--- src/rtl/branch_resolve.sv ---
// EX-stage branch resolution: turns compare flags plus funct3 into a taken decision,
// checks it against the IF prediction and issues a registered redirect and IF/ID flush.
module branch_resolve #(
  parameter int unsigned XLEN      = 32,
  parameter int unsigned FLUSH_LEN = 2,
  parameter int unsigned CNT_W     = 32
) (
  input  logic             clk,
  input  logic             rst_n,
  input  logic             stall_i,
  input  logic             br_valid_i,
  input  logic [2:0]       funct3_i,
  input  logic             rs1_msb_i,
  input  logic             rs2_msb_i,
  input  logic             zero_i,
  input  logic             less_i,
  input  logic [XLEN-1:0]  pc_i,
  input  logic [XLEN-1:0]  imm_i,
  input  logic             pred_taken_i,
  output logic             taken_o,
  output logic             redirect_o,
  output logic [XLEN-1:0]  redirect_pc_o,
  output logic             flush_o,
  output logic             illegal_o,
  output logic [CNT_W-1:0] cnt_branch_o,
  output logic [CNT_W-1:0] cnt_mispred_o
);

  // Counter only needs to hold FLUSH_LEN-1.
  localparam int unsigned FcW = (FLUSH_LEN > 1) ? $clog2(FLUSH_LEN) : 1;

  typedef enum logic [0:0] {StIdle, StFlush} state_e;

  state_e           state_q, state_d;
  logic [FcW-1:0]   fcnt_q, fcnt_d;
  logic             taken_q, taken_d;
  logic             redirect_q, redirect_d;
  logic             illegal_q, illegal_d;
  logic [XLEN-1:0]  rpc_q, rpc_d;
  logic [CNT_W-1:0] cnt_br_q, cnt_br_d;
  logic [CNT_W-1:0] cnt_mp_q, cnt_mp_d;

  logic slt;
  logic legal;
  logic dec;

  // Branch condition decode from the compare flags.
  always_comb begin
    slt   = (rs1_msb_i != rs2_msb_i) ? rs1_msb_i : less_i;
    legal = (funct3_i[2:1] != 2'b01);
    dec   = 1'b0;
    unique case (funct3_i)
      3'b000:  dec = zero_i;
      3'b001:  dec = !zero_i;
      3'b100:  dec = slt;
      3'b101:  dec = !slt;
      3'b110:  dec = less_i;
      3'b111:  dec = !less_i;
      default: dec = 1'b0;
    endcase
  end

  // Next-state: resolve in IDLE, count down the flush window; stall freezes everything.
  always_comb begin
    state_d    = state_q;
    fcnt_d     = fcnt_q;
    taken_d    = taken_q;
    redirect_d = 1'b0;
    illegal_d  = 1'b0;
    rpc_d      = rpc_q;
    cnt_br_d   = cnt_br_q;
    cnt_mp_d   = cnt_mp_q;
    if (!stall_i) begin
      unique case (state_q)
        StIdle: begin
          if (br_valid_i) begin
            if (legal) begin
              taken_d  = dec;
              cnt_br_d = cnt_br_q + CNT_W'(1);
              if (dec != pred_taken_i) begin
                cnt_mp_d   = cnt_mp_q + CNT_W'(1);
                redirect_d = 1'b1;
                rpc_d      = dec ? (pc_i + imm_i) : (pc_i + XLEN'(4));
                state_d    = StFlush;
                fcnt_d     = FcW'(FLUSH_LEN - 1);
              end
            end else begin
              taken_d   = 1'b0;
              illegal_d = 1'b1;
            end
          end
        end
        StFlush: begin
          // Wrong-path branches arriving here are ignored.
          if (fcnt_q == '0) begin
            state_d = StIdle;
          end else begin
            fcnt_d = fcnt_q - FcW'(1);
          end
        end
        default: state_d = StIdle;
      endcase
    end
  end

  // State registers with synchronous active-low reset.
  always_ff @(posedge clk) begin
    if (!rst_n) begin
      state_q    <= StIdle;
      fcnt_q     <= '0;
      taken_q    <= 1'b0;
      redirect_q <= 1'b0;
      illegal_q  <= 1'b0;
      rpc_q      <= '0;
      cnt_br_q   <= '0;
      cnt_mp_q   <= '0;
    end else begin
      state_q    <= state_d;
      fcnt_q     <= fcnt_d;
      taken_q    <= taken_d;
      redirect_q <= redirect_d;
      illegal_q  <= illegal_d;
      rpc_q      <= rpc_d;
      cnt_br_q   <= cnt_br_d;
      cnt_mp_q   <= cnt_mp_d;
    end
  end

  assign taken_o       = taken_q;
  assign redirect_o    = redirect_q;
  assign redirect_pc_o = rpc_q;
  assign flush_o       = (state_q == StFlush);
  assign illegal_o     = illegal_q;
  assign cnt_branch_o  = cnt_br_q;
  assign cnt_mispred_o = cnt_mp_q;

endmodule

--- config.mk ---
export PLATFORM = sky130hd
export DESIGN_NAME = branch_resolve
export DESIGN_NICKNAME = d
export VERILOG_FILES = /design/src/rtl/branch_resolve.sv
export SDC_FILE = /design/constraint.sdc
export NUM_CORES = 1
export LEC_CHECK = 0
export ABC_AREA = 1
export CAP_MARGIN = 10
export CORE_UTILIZATION = 37
export CTS_BUF_LIST = sky130_fd_sc_hd__clkbuf_8
export DETAILED_ROUTE_END_ITERATION = 6
export PLACE_DENSITY = 0.65
export SLEW_MARGIN = 20
export SYNTH_ARGS = -nofsm -noshare
export SYNTH_HDL_FRONTEND = slang
export SYNTH_SLANG_ARGS = --single-unit
--- constraint.sdc ---
create_clock -name clk -period 1.8 [get_ports clk]
set_clock_uncertainty 0.1 [all_clocks]
set_input_delay 0.36 -clock clk [delete_from_list [all_inputs] [get_ports clk]]
set_output_delay 0.36 -clock clk [all_outputs]
set_load 0.03 [all_outputs]
==> results of run 1 <==
==> report_power, final <==
group          total (W)  leakage (nW)  switching (W)  internal (W)
combinational    0.00256          5.71        0.00143       0.00113
sequential       0.00232         0.827      0.0000332       0.00228
clock            0.00155         0.108       0.000867      0.000681
total            0.00642          6.65        0.00233       0.00409
==> per-layer routing <==
layer,global-route usage [%],share of wire (%),routed length [um],up-vias
met5,0,0,0,-
met4,10.4,3.4,1150,0
met3,2.86,5.0,1670,71
met2,48.0,49,16300,321
met1,34.5,43,14300,4912
li1,-,-,-,5426
==> area by class of cell <==
type	instances	area share, %
Timing Repair Buffer	381	25.4
Sequential cell	101	15.1
Multi-Input combinational cell	1178	49.6
Inverter	205	5.80
Tap cell	285	2.63
Clock inverter	6	0.452
Clock buffer	10	1.01
==> cell usage after synthesis <==
library cell  number
or2_2              2
buf_6              3
inv_2              3
o21bai_1           2
buf_2             11
nor3_1            39
a31oi_1            1
o21ai_0           29
a21oi_1          113
a21o_1             2
o21a_1             1
dfxtp_1          101
nand3_1           73
xnor2_1           20
fa_1               1
o21ai_1            1
inv_1            201
clkinv_1           1
clkbuf_1          16
nand2_1          585
nand3_2            1
nand4_1           12
nor2_1           195
buf_4              1
nand3_4            1
nor3b_1            2
nand2_2            1
nor3_2             1
xor2_1            43
nand3b_1          16
and2_1             2
o21ai_2            1
ha_1              34
==> worst max-delay path, cell delays in order <==
cell and delay [ns]:
dlygate4sd2_1 0.28, ha_4 0.27, nand2_2 0.10, buf_4 0.14, inv_1 0.05, a21oi_1 0.19, nand2_2 0.09, a21oi_2 0.18
nand2_1 0.08, nand2_1 0.06, nand3_1 0.08, a21oi_1 0.12
==> registers in the layout, summed over array words and instances, names as in the netlist <==
signal and count:
cnt_branch_o 32, cnt_mispred_o 32, redirect_pc_o 32, fcnt_q 1
flush_o 1, illegal_o 1, redirect_o 1, taken_o 1
==> cells by family (layout without fill, tap and decap cells) <==
kind of cell,Yosys count,in the layout
compound gates,150,150
xor+xnor,63,63
fa+ha+maj,35,35
buf+inv,236,602
flops,101,101
simple gates,930,930
==> metrics by stage <==
stage | util [%] | setup slack [ns] | power [W] | hold slack, ns
6_report | 60.2 | 0.0226 | 0.00642 | 0.237
5_1_grt | 60.2 | -0.0410 | 0.00672 | 0.257
4_1_cts | 57.1 | -0.0289 | 0.00621 | 0.351
3_5_place_dp | 52.9 | -0.750 | 0.00439 | 0.336
3_3_place_gp | 52.9 | -0.752 | 0.00438 | 0.333
2_1_floorplan | - | -0.0520 | 0.00342 | 0.325
==> worst min-delay path by stage <==
stage	slack (ns)	endpoint	cells after the start
2_1_floorplan	0.33	fcnt_q$_SDFFE_PN0P_	2
3_3_place_gp	0.33	fcnt_q$_SDFFE_PN0P_	2
3_5_place_dp	0.34	fcnt_q$_SDFFE_PN0P_	2
4_1_cts	0.35	fcnt_q$_SDFFE_PN0P_	2
5_1_grt	0.26	redirect_pc_o[0]$_SDFFE_PN0P_	5
6_report	0.24	redirect_pc_o[0]$_SDFFE_PN0P_	5
==> timing repair <==
item	4_1_cts	5_1_grt
hold endpoints to repair	0	0
pin swaps	44	53
endpoints found under the setup margin	179	94
gates cloned	7	3
buffers inserted	8	7
resized for setup	304	193
hold buffers	0	0
==> flow_summary.yaml, run 1 <==
global_routing:
  grt_overflow_total: 0
  grt_start_max_net_pins: 52
  grt_pass1_vias: 10000
  grt_antenna_before_repair: 0
  groute.usage.overall_pct: 27.4
  grt_first_pass_wirelength_um: 50800
sta:
  final_period_minus_worst_setup_slack_ns: 1.78
  final_max_slew_viol_count: 0
  timing.slew.headroom_pct: 70.4
  rsz0062_at_grt: "true"
  timing.fmax_mhz: 563
  final.setup.tns_ns: 0
  setup-violations-final: 0
  hold_viol: 0
  timing.final.crit_share_pct: 98.7
  timing_worst_slew_pin_value_ns: 0.446
setup_path:
  critical_path_arrival_ns: 1.99
  r2r-start: "cnt_branch_o[19]$_SDFFE_PN0P_"
  worstRegToRegCells: 8
  worst_setup_ep: "redirect_pc_o[28]$_SDFFE_PN0P_"
  worst_ep_required_time_ns: 2.01
  cp_startpoint_kind: "input port"
  ff_to_ff_end: "cnt_branch_o[24]$_SDFFE_PN0P_"
  worst_path_max_fanout: 4
  crit_start: "pc_i[18]"
  reg2reg_slack_ns: 0.11
  criticalPathCategory: "input port to flip-flop"
  worst_setup_path_end_kind: "flip-flop"
synth:
  ys_seq_area_share_pct: 23.8
  muxShareOfSynthArea_pct: 0
  synth.yosys.warnings: 0
  synth-adder-area-share_pct: 5.25
  synth_fp_nets: 1626
  synthesis.area_mm2: 0.00848
  synth_simple_gate_area_share_pct: 44.4
  synth_top_area_cell: "nand2_1"
  avgSynthCellArea_um2: 5.60
  synth_top_family_by_area: "simple AND/OR/NAND/NOR gates"
  yosys-top-cells-area: "nand2_1 26%, dfxtp_1 24%, inv_1 8.9%, nor2_1 8.6%, a21oi_1 6.7%"
  share_of_the_synthesized_area_in_compound_gates_ao_oa_aoi_oai_pct: 9.06
  mapped_cells: 1515
  post_synth_xor_area_fraction_pct: 6.51
  synth_top_area_share_pct: 25.9
  synthDistinctLibCells: 33
  synth-seq-cells: 101
power_and_ir_drop:
  static_leakage_nw: 6.65
  cellPowerDensity_mw_per_mm2: 473
  max-vdd-ir-drop_mv: 0.271
floorplanning:
  fp.dieW_um: 153
  ios: 176
  num_rows: 55
  initial_core_utilization_pct: 37.6
  core_area_mm2: 0.0226
  die_area_mm2: 0.0235
  chipHeight_um: 153
placed_design:
  detailedPlacementHpwl_um: 25000
  dpl-instance-area_mm2: 0.0119
  globalplace.congestion: 0.961
  io_port_bufs: 175
  numPlacedInstances: 2125
finish:
  drive_gt1_share_pct: 25.7
  n_fill_cell: 2222
  stdcell_count: 2166
  most-common-layout-cells: "519 x nand2_1, 198 x inv_1, 177 x buf_4"
  layout_overhead_on_the_synthesized_area_pct: 60.1
  num-nets-final: 1987
  antenna_cells_inserted: 0
  area_of_all_placed_cells_without_fillers_mm2: 0.0136
  multiInputGateArea_mm2: 0.00674
  most_common_cell_after_layout_fill_and_taps_aside: "nand2_1"
  sequential_cell_area_mm2: 0.00205
hold_path:
  hold_start: "pc_i[0]"
  hold_class: "input port to flip-flop"
cts:
  cts.htree.levels: 3
  cts_tree: "yes"
  worst_skew_pair.late_latency_ns: 0.38
  clock_tree.buffer_depth: 2
  tritoncts_num_sinks: 101
  clk_root_buffer_cell: "clkbuf_8"
  cts.clk_slew.worst_paths_ns: 0.10
  number_of_buffers_created_by_cts: 9
outcome:
  run_status: "completed"
detailed_routing:
  detail_route.wirelength_um: 33400
  wl_per_cell_um: 15.4
  detail_route.first_pass.iterations: 5
  drt-vias-per-instance: 4.95
  vias: 10700
  drt_first_iter_violations: 579
  drc_errors: 0
  ant_nets: 0
flow_run:
  max_cap_violations: 0
Note: power is estimated with default switching activity, not from simulation.
==> run 2: changes to the inputs <==
--- a/config.mk
+++ b/config.mk
@@ -6,7 +6,6 @@
 export NUM_CORES = 1
 export LEC_CHECK = 0
 export ABC_AREA = 1
-export CAP_MARGIN = 10
 export CORE_UTILIZATION = 37
 export CTS_BUF_LIST = sky130_fd_sc_hd__clkbuf_8
 export DETAILED_ROUTE_END_ITERATION = 6
==> results of run 2 <==
Final layout, timing and power as in run 1 (identical DEF).
==> run 3: changes to the inputs <==
--- a/config.mk
+++ b/config.mk
@@ -6,6 +6,7 @@
 export NUM_CORES = 1
 export LEC_CHECK = 0
 export ABC_AREA = 1
+export CAP_MARGIN = 20
 export CORE_UTILIZATION = 37
 export CTS_BUF_LIST = sky130_fd_sc_hd__clkbuf_8
 export DETAILED_ROUTE_END_ITERATION = 6
==> results of run 3 <==
Final layout, timing and power as in run 1 (identical DEF).
